File: src/rtl/sqrt_shift_reg.sv
// sqrt_shift_reg: radicand/remainder shift register for the iterative square-root datapath.
// State updates on the falling edge of clk. The control FSM drives its commands from the
// rising edge, so the commands have half a cycle to settle.
//
// Ports:
//   clk      clock, state updates on the falling edge
//   reset    asynchronous active-low reset
//   in_A     parallel load operand
//   load     load in_A, clear out_msb and restart the iteration count
//   shift    shift left by STEP with zero fill (ignored once done)
//   load_R0  write in_bit into bit 0 (after any shift on the same edge)
//   in_bit   comparator result bit
//   out_r    register contents
//   out_msb  bits shifted out by the most recent accepted shift
//   count    accepted shifts since the last load
//   done     count == ITER
module sqrt_shift_reg #(
    parameter int unsigned WIDTH = 16,
    parameter int unsigned STEP  = 2,
    parameter int unsigned ITER  = WIDTH / STEP,
    parameter int unsigned CW    = $clog2(ITER + 1)
) (
    input  logic             clk,
    input  logic             reset,
    input  logic [WIDTH-1:0] in_A,
    input  logic             load,
    input  logic             shift,
    input  logic             load_R0,
    input  logic             in_bit,
    output logic [WIDTH-1:0] out_r,
    output logic [STEP-1:0]  out_msb,
    output logic [CW-1:0]    count,
    output logic             done
);

    logic [WIDTH-1:0] r_q, r_d;
    logic [STEP-1:0]  msb_q, msb_d;
    logic [CW-1:0]    count_q, count_d;
    logic [WIDTH-1:0] shifted;
    logic             done_int;
    logic             shift_ok;

    assign shifted  = {r_q[WIDTH-1-STEP:0], {STEP{1'b0}}};
    // Decoded from the registered count only, so it cannot glitch between edges.
    assign done_int = (count_q == CW'(ITER));
    // Saturate: a shift after the last iteration must not move anything.
    assign shift_ok = shift && !done_int;

    always_comb begin
        r_d     = r_q;
        msb_d   = msb_q;
        count_d = count_q;
        if (load) begin
            r_d     = in_A;
            msb_d   = '0;
            count_d = '0;
        end else begin
            if (shift_ok) begin
                r_d     = shifted;
                msb_d   = r_q[WIDTH-1 -: STEP];
                count_d = count_q + CW'(1);
            end
            // Bit 0 override applies on top of the shift result, or alone.
            if (load_R0) begin
                r_d[0] = in_bit;
            end
        end
    end

    always_ff @(negedge clk or negedge reset) begin
        if (!reset) begin
            r_q     <= '0;
            msb_q   <= '0;
            count_q <= '0;
        end else begin
            r_q     <= r_d;
            msb_q   <= msb_d;
            count_q <= count_d;
        end
    end

    assign out_r   = r_q;
    assign out_msb = msb_q;
    assign count   = count_q;
    assign done    = done_int;

endmodule

File: config.mk
export PLATFORM = sky130hd
export DESIGN_NAME = sqrt_shift_reg
export DESIGN_NICKNAME = d
export VERILOG_FILES = /design/src/rtl/sqrt_shift_reg.sv
export SDC_FILE = /design/constraint.sdc
export NUM_CORES = 1
export LEC_CHECK = 0
export CAP_MARGIN = 0
export CORE_UTILIZATION = 35
export DETAILED_ROUTE_END_ITERATION = 12
export PLACE_DENSITY = 0.78
export SLEW_MARGIN = 30
export SYNTH_ARGS = -nofsm -noshare
export SYNTH_HDL_FRONTEND = slang
export SYNTH_SLANG_ARGS = --single-unit
File: constraint.sdc
create_clock -name clk -period 3.32 [get_ports clk]
set_clock_uncertainty 0.05 [all_clocks]
set_input_delay 0.664 -clock clk [delete_from_list [all_inputs] [get_ports clk]]
set_output_delay 0.664 -clock clk [all_outputs]
set_load 0.01 [all_outputs]
==> reports/qor.yml <==
floorplan:
  initial_utilization_pct: 37.03
  die_h_um: 59.07
  core_sq_um: 3078
  die_area_sq_um: 3489
  io_pins: 45
  fp.dieW_um: 59.07
  rows: 20
layout:
  postLayoutCellArea_sq_um: 1917
  fin_nets: 224
  finalNonFillerCells: 243
  area_delta_synth_final_pct: 68.17
  utilization_pct: 62.28
  diodes: 0
  drive_above_1_share_pct: 36.68
sta:
  hold_violations: 0
  slew_headroom_pct: 76.21
  slew_violations: 0
  tightest_slew_ps: 354.9
  postLayoutSetupSlackWorst_ps: -237.6
  whs_ps: 467.5
  rsz0062_at_grt: "true"
  setup_violations: 4
pwr:
  p_per_area_nw_per_um2: 366.1
  p_seq_share_pct: 43.6
  power.clock.fraction_pct: 29.7
  internal-power_mw: 0.5222
  netSwitchingPower_mw: 0.1796
  ir_drop_mv: 0.1465
  switching_share_pct: 25.59
  power.share.combinational_pct: 26.7
  leakage_nw: 0.9291
critical_path:
  cp-end-kind: "output pin"
  cp_slowest_stage_delay_ps: 440
  critical_path_class: "register to output pin"
  crit_path_start_kind: "register"
  cp.required_ps: 2610
  path_cells: "inv_2 > ha_4 > nand3b_4 > inv_4 > buf_6"
  r2r_slack_ps: 1790
  slowest_stage: "dfrtn_1"
  critPathMaxFanout: 2
  cp_data_arrival_time_ps: 2840
detailed_routing:
  routed_wl_um: 3550
  firstDrtPassIters: 4
  post_drt_wl_per_cell_um: 14.61
  via_per_inst: 5.144
  drt-initial-drc-count: 46
  vias: 1250
  ant_nets: 0
  remaining_drc_errors: 0
synthesis:
  yosys.area.top_type: "dfrtn_1"
  synth_fp_nets: 145
  synthMostInstantiatedCell: "dfrtn_1"
  synthCells: 121
  ys_ff_latch: 22
  async_flop_share_pct: 100.0
  ys_seq_area_share_pct: 48.30
  synth_ff_type: "dfrtn_1"
  ys_types: 28
  synth_area_per_cell_sq_um: 9.420
  synth_edf_count: 0
  yosys-top-cells-area: "dfrtn_1 (48%), o21ai_0 (7.0%), a21oi_1 (6.6%)"
  synth_top_area_share_pct: 48.30
  ys_top_cells_by_count: "dfrtn_1 (22), o21ai_0 (16), a21oi_1 (15), nand2_1 (8), nor2b_1 (8)"
  synth_area_sq_um: 1140
  yosys_warnings: 0
global_route:
  grt_max_degree: 23
  grt_antenna_before_repair: 0
  grt_overflow: 0
  grt_first_pass_wirelength_um: 5871
  grt_pass1_vias: 1239
  grtUsageTotal_pct: 22.60
outcome:
  status: "complete, but fails checks"
  violations: "setup timing"
clocking:
  root_buffer: "clkbuf_4"
  clock_latency_ps: 310
  cts_sinks: 22
  cts_made_buffers: 3
  cts_hold_buf: 0
  cts_max_level: 1
  clock_path_buffers: 2
  cts_tree: "yes"
  clk_pin_slew_ps: 80
placed_design:
  dp.cells: 228
  post-place-ws_ps: -355.1
  hpwlAfterDp_um: 2372
  gp_congestion: 0.7950
  port_buffers: 44
  dpl_cell_area_sq_um: 1814
worst_hold_path:
  hold_path_class: "register to register"
run:
  maxCapViolCount: 0
-- sequential cells by signal (all words and copies together) (netlist names) --
| register | flops |
|---|---|
| out_msb | 2 |
| count | 4 |
| out_r | 16 |
-- through the flow --
stage / TNS [ps] / total power, mW
floorplan: -83.08 / 0.3750
global placement: -6120 / 0.4919
detailed placement: -6898 / 0.4974
CTS: -494.9 / 0.7021
global route: -789.5 / 0.7381
finish: -572.2 / 0.7018
-- kinds of logic after synthesis --
logic type / count (synthesis) / synth area share [%]
buffers and inverters: 14 / 5.927
flip-flops: 22 / 48.30
AND/OR/NAND/NOR: 36 / 18.88
XOR/XNOR: 1 / 0.7685
AO/OA/AOI/OAI: 46 / 23.93
adder cells (fa/ha/maj): 2 / 2.195
-- cell usage in the layout (no fill, tap or decap), drive strengths merged --
| cell | instances |
|---|---|
| nand4 | 1 |
| nand2b | 5 |
| buf | 61 |
| o41ai | 1 |
| a221o | 1 |
| bufbuf | 1 |
| a211o | 4 |
| nand3b | 1 |
| nand2 | 8 |
| dlymetal6s2s | 1 |
| bufinv | 1 |
| ha | 2 |
| a21oi | 15 |
| dlygate4sd2 | 1 |
| nor2 | 2 |
| or3 | 1 |
| a32oi | 1 |
| xor2 | 1 |
| and3b | 1 |
| o211ai | 4 |
| nor3 | 1 |
| dfrtn | 22 |
| nor2b | 8 |
| clkbuf | 3 |
| and2 | 4 |
| nand3 | 4 |
| a31oi | 4 |
| inv | 5 |
| clkdlybuf4s50 | 19 |
| o21ai | 16 |
-- critical path, delay by kind of cell, from the launching register on --
| family | cells | cell delay (ps) |
|---|---|---|
| fa+ha+maj | 1 | 160 |
| buf+inv | 3 | 190 |
| flops | 1 | 440 |
| simple gates | 1 | 80 |
-- layer usage --
metal  wire, um  up-vias  track usage [%]
li1           -      588                -
met1       1523      605            30.11
met2       1819       51            37.34
met3        175        6            3.930
met4         32        0            7.143
met5          0        -                0
-- repair_timing --
action / 4_1_cts / 5_1_grt
pin swaps: 2 / 0
hold endpoints to repair: 0 / 0
setup endpoints to repair: 24 / 20
gates cloned: 1 / 0
resized for setup: 101 / 7
setup buffers: 7 / 4
-- worst paths after layout --
check | start | to | cells past startpoint
max in group asynchronous | reset | count[0] | 2
max reg2reg | count[0] | out_r[4] | 7
min in group asynchronous | reset | out_msb[0] | 2
min | out_r[7] | out_r[9] | 2
max | count[1] | done | 5
min reg2reg | out_r[7] | out_r[9] | 2
-- layout make-up --
type | count | area, sq um
clock buffers | 3 | 22.52
clock inverters | 1 | 30.03
fillers | 250 | 1161
inverters | 5 | 21.27
multi-input cells | 85 | 534.3
flip-flops and latches | 22 | 550.5
well taps | 44 | 55.05
repair buffers | 83 | 703.2
-- power groups by stage --
stage	Clock (mW)	Sequential [mW]	Combinational (mW)
final	0.209	0.306	0.187
after global routing	0.226	0.309	0.204
after CTS	0.213	0.306	0.183
after detailed placement	0	0.311	0.186
after global placement	0	0.311	0.181
after floorplan	0	0.324	0.0514
(Power assumes the default switching activity.)
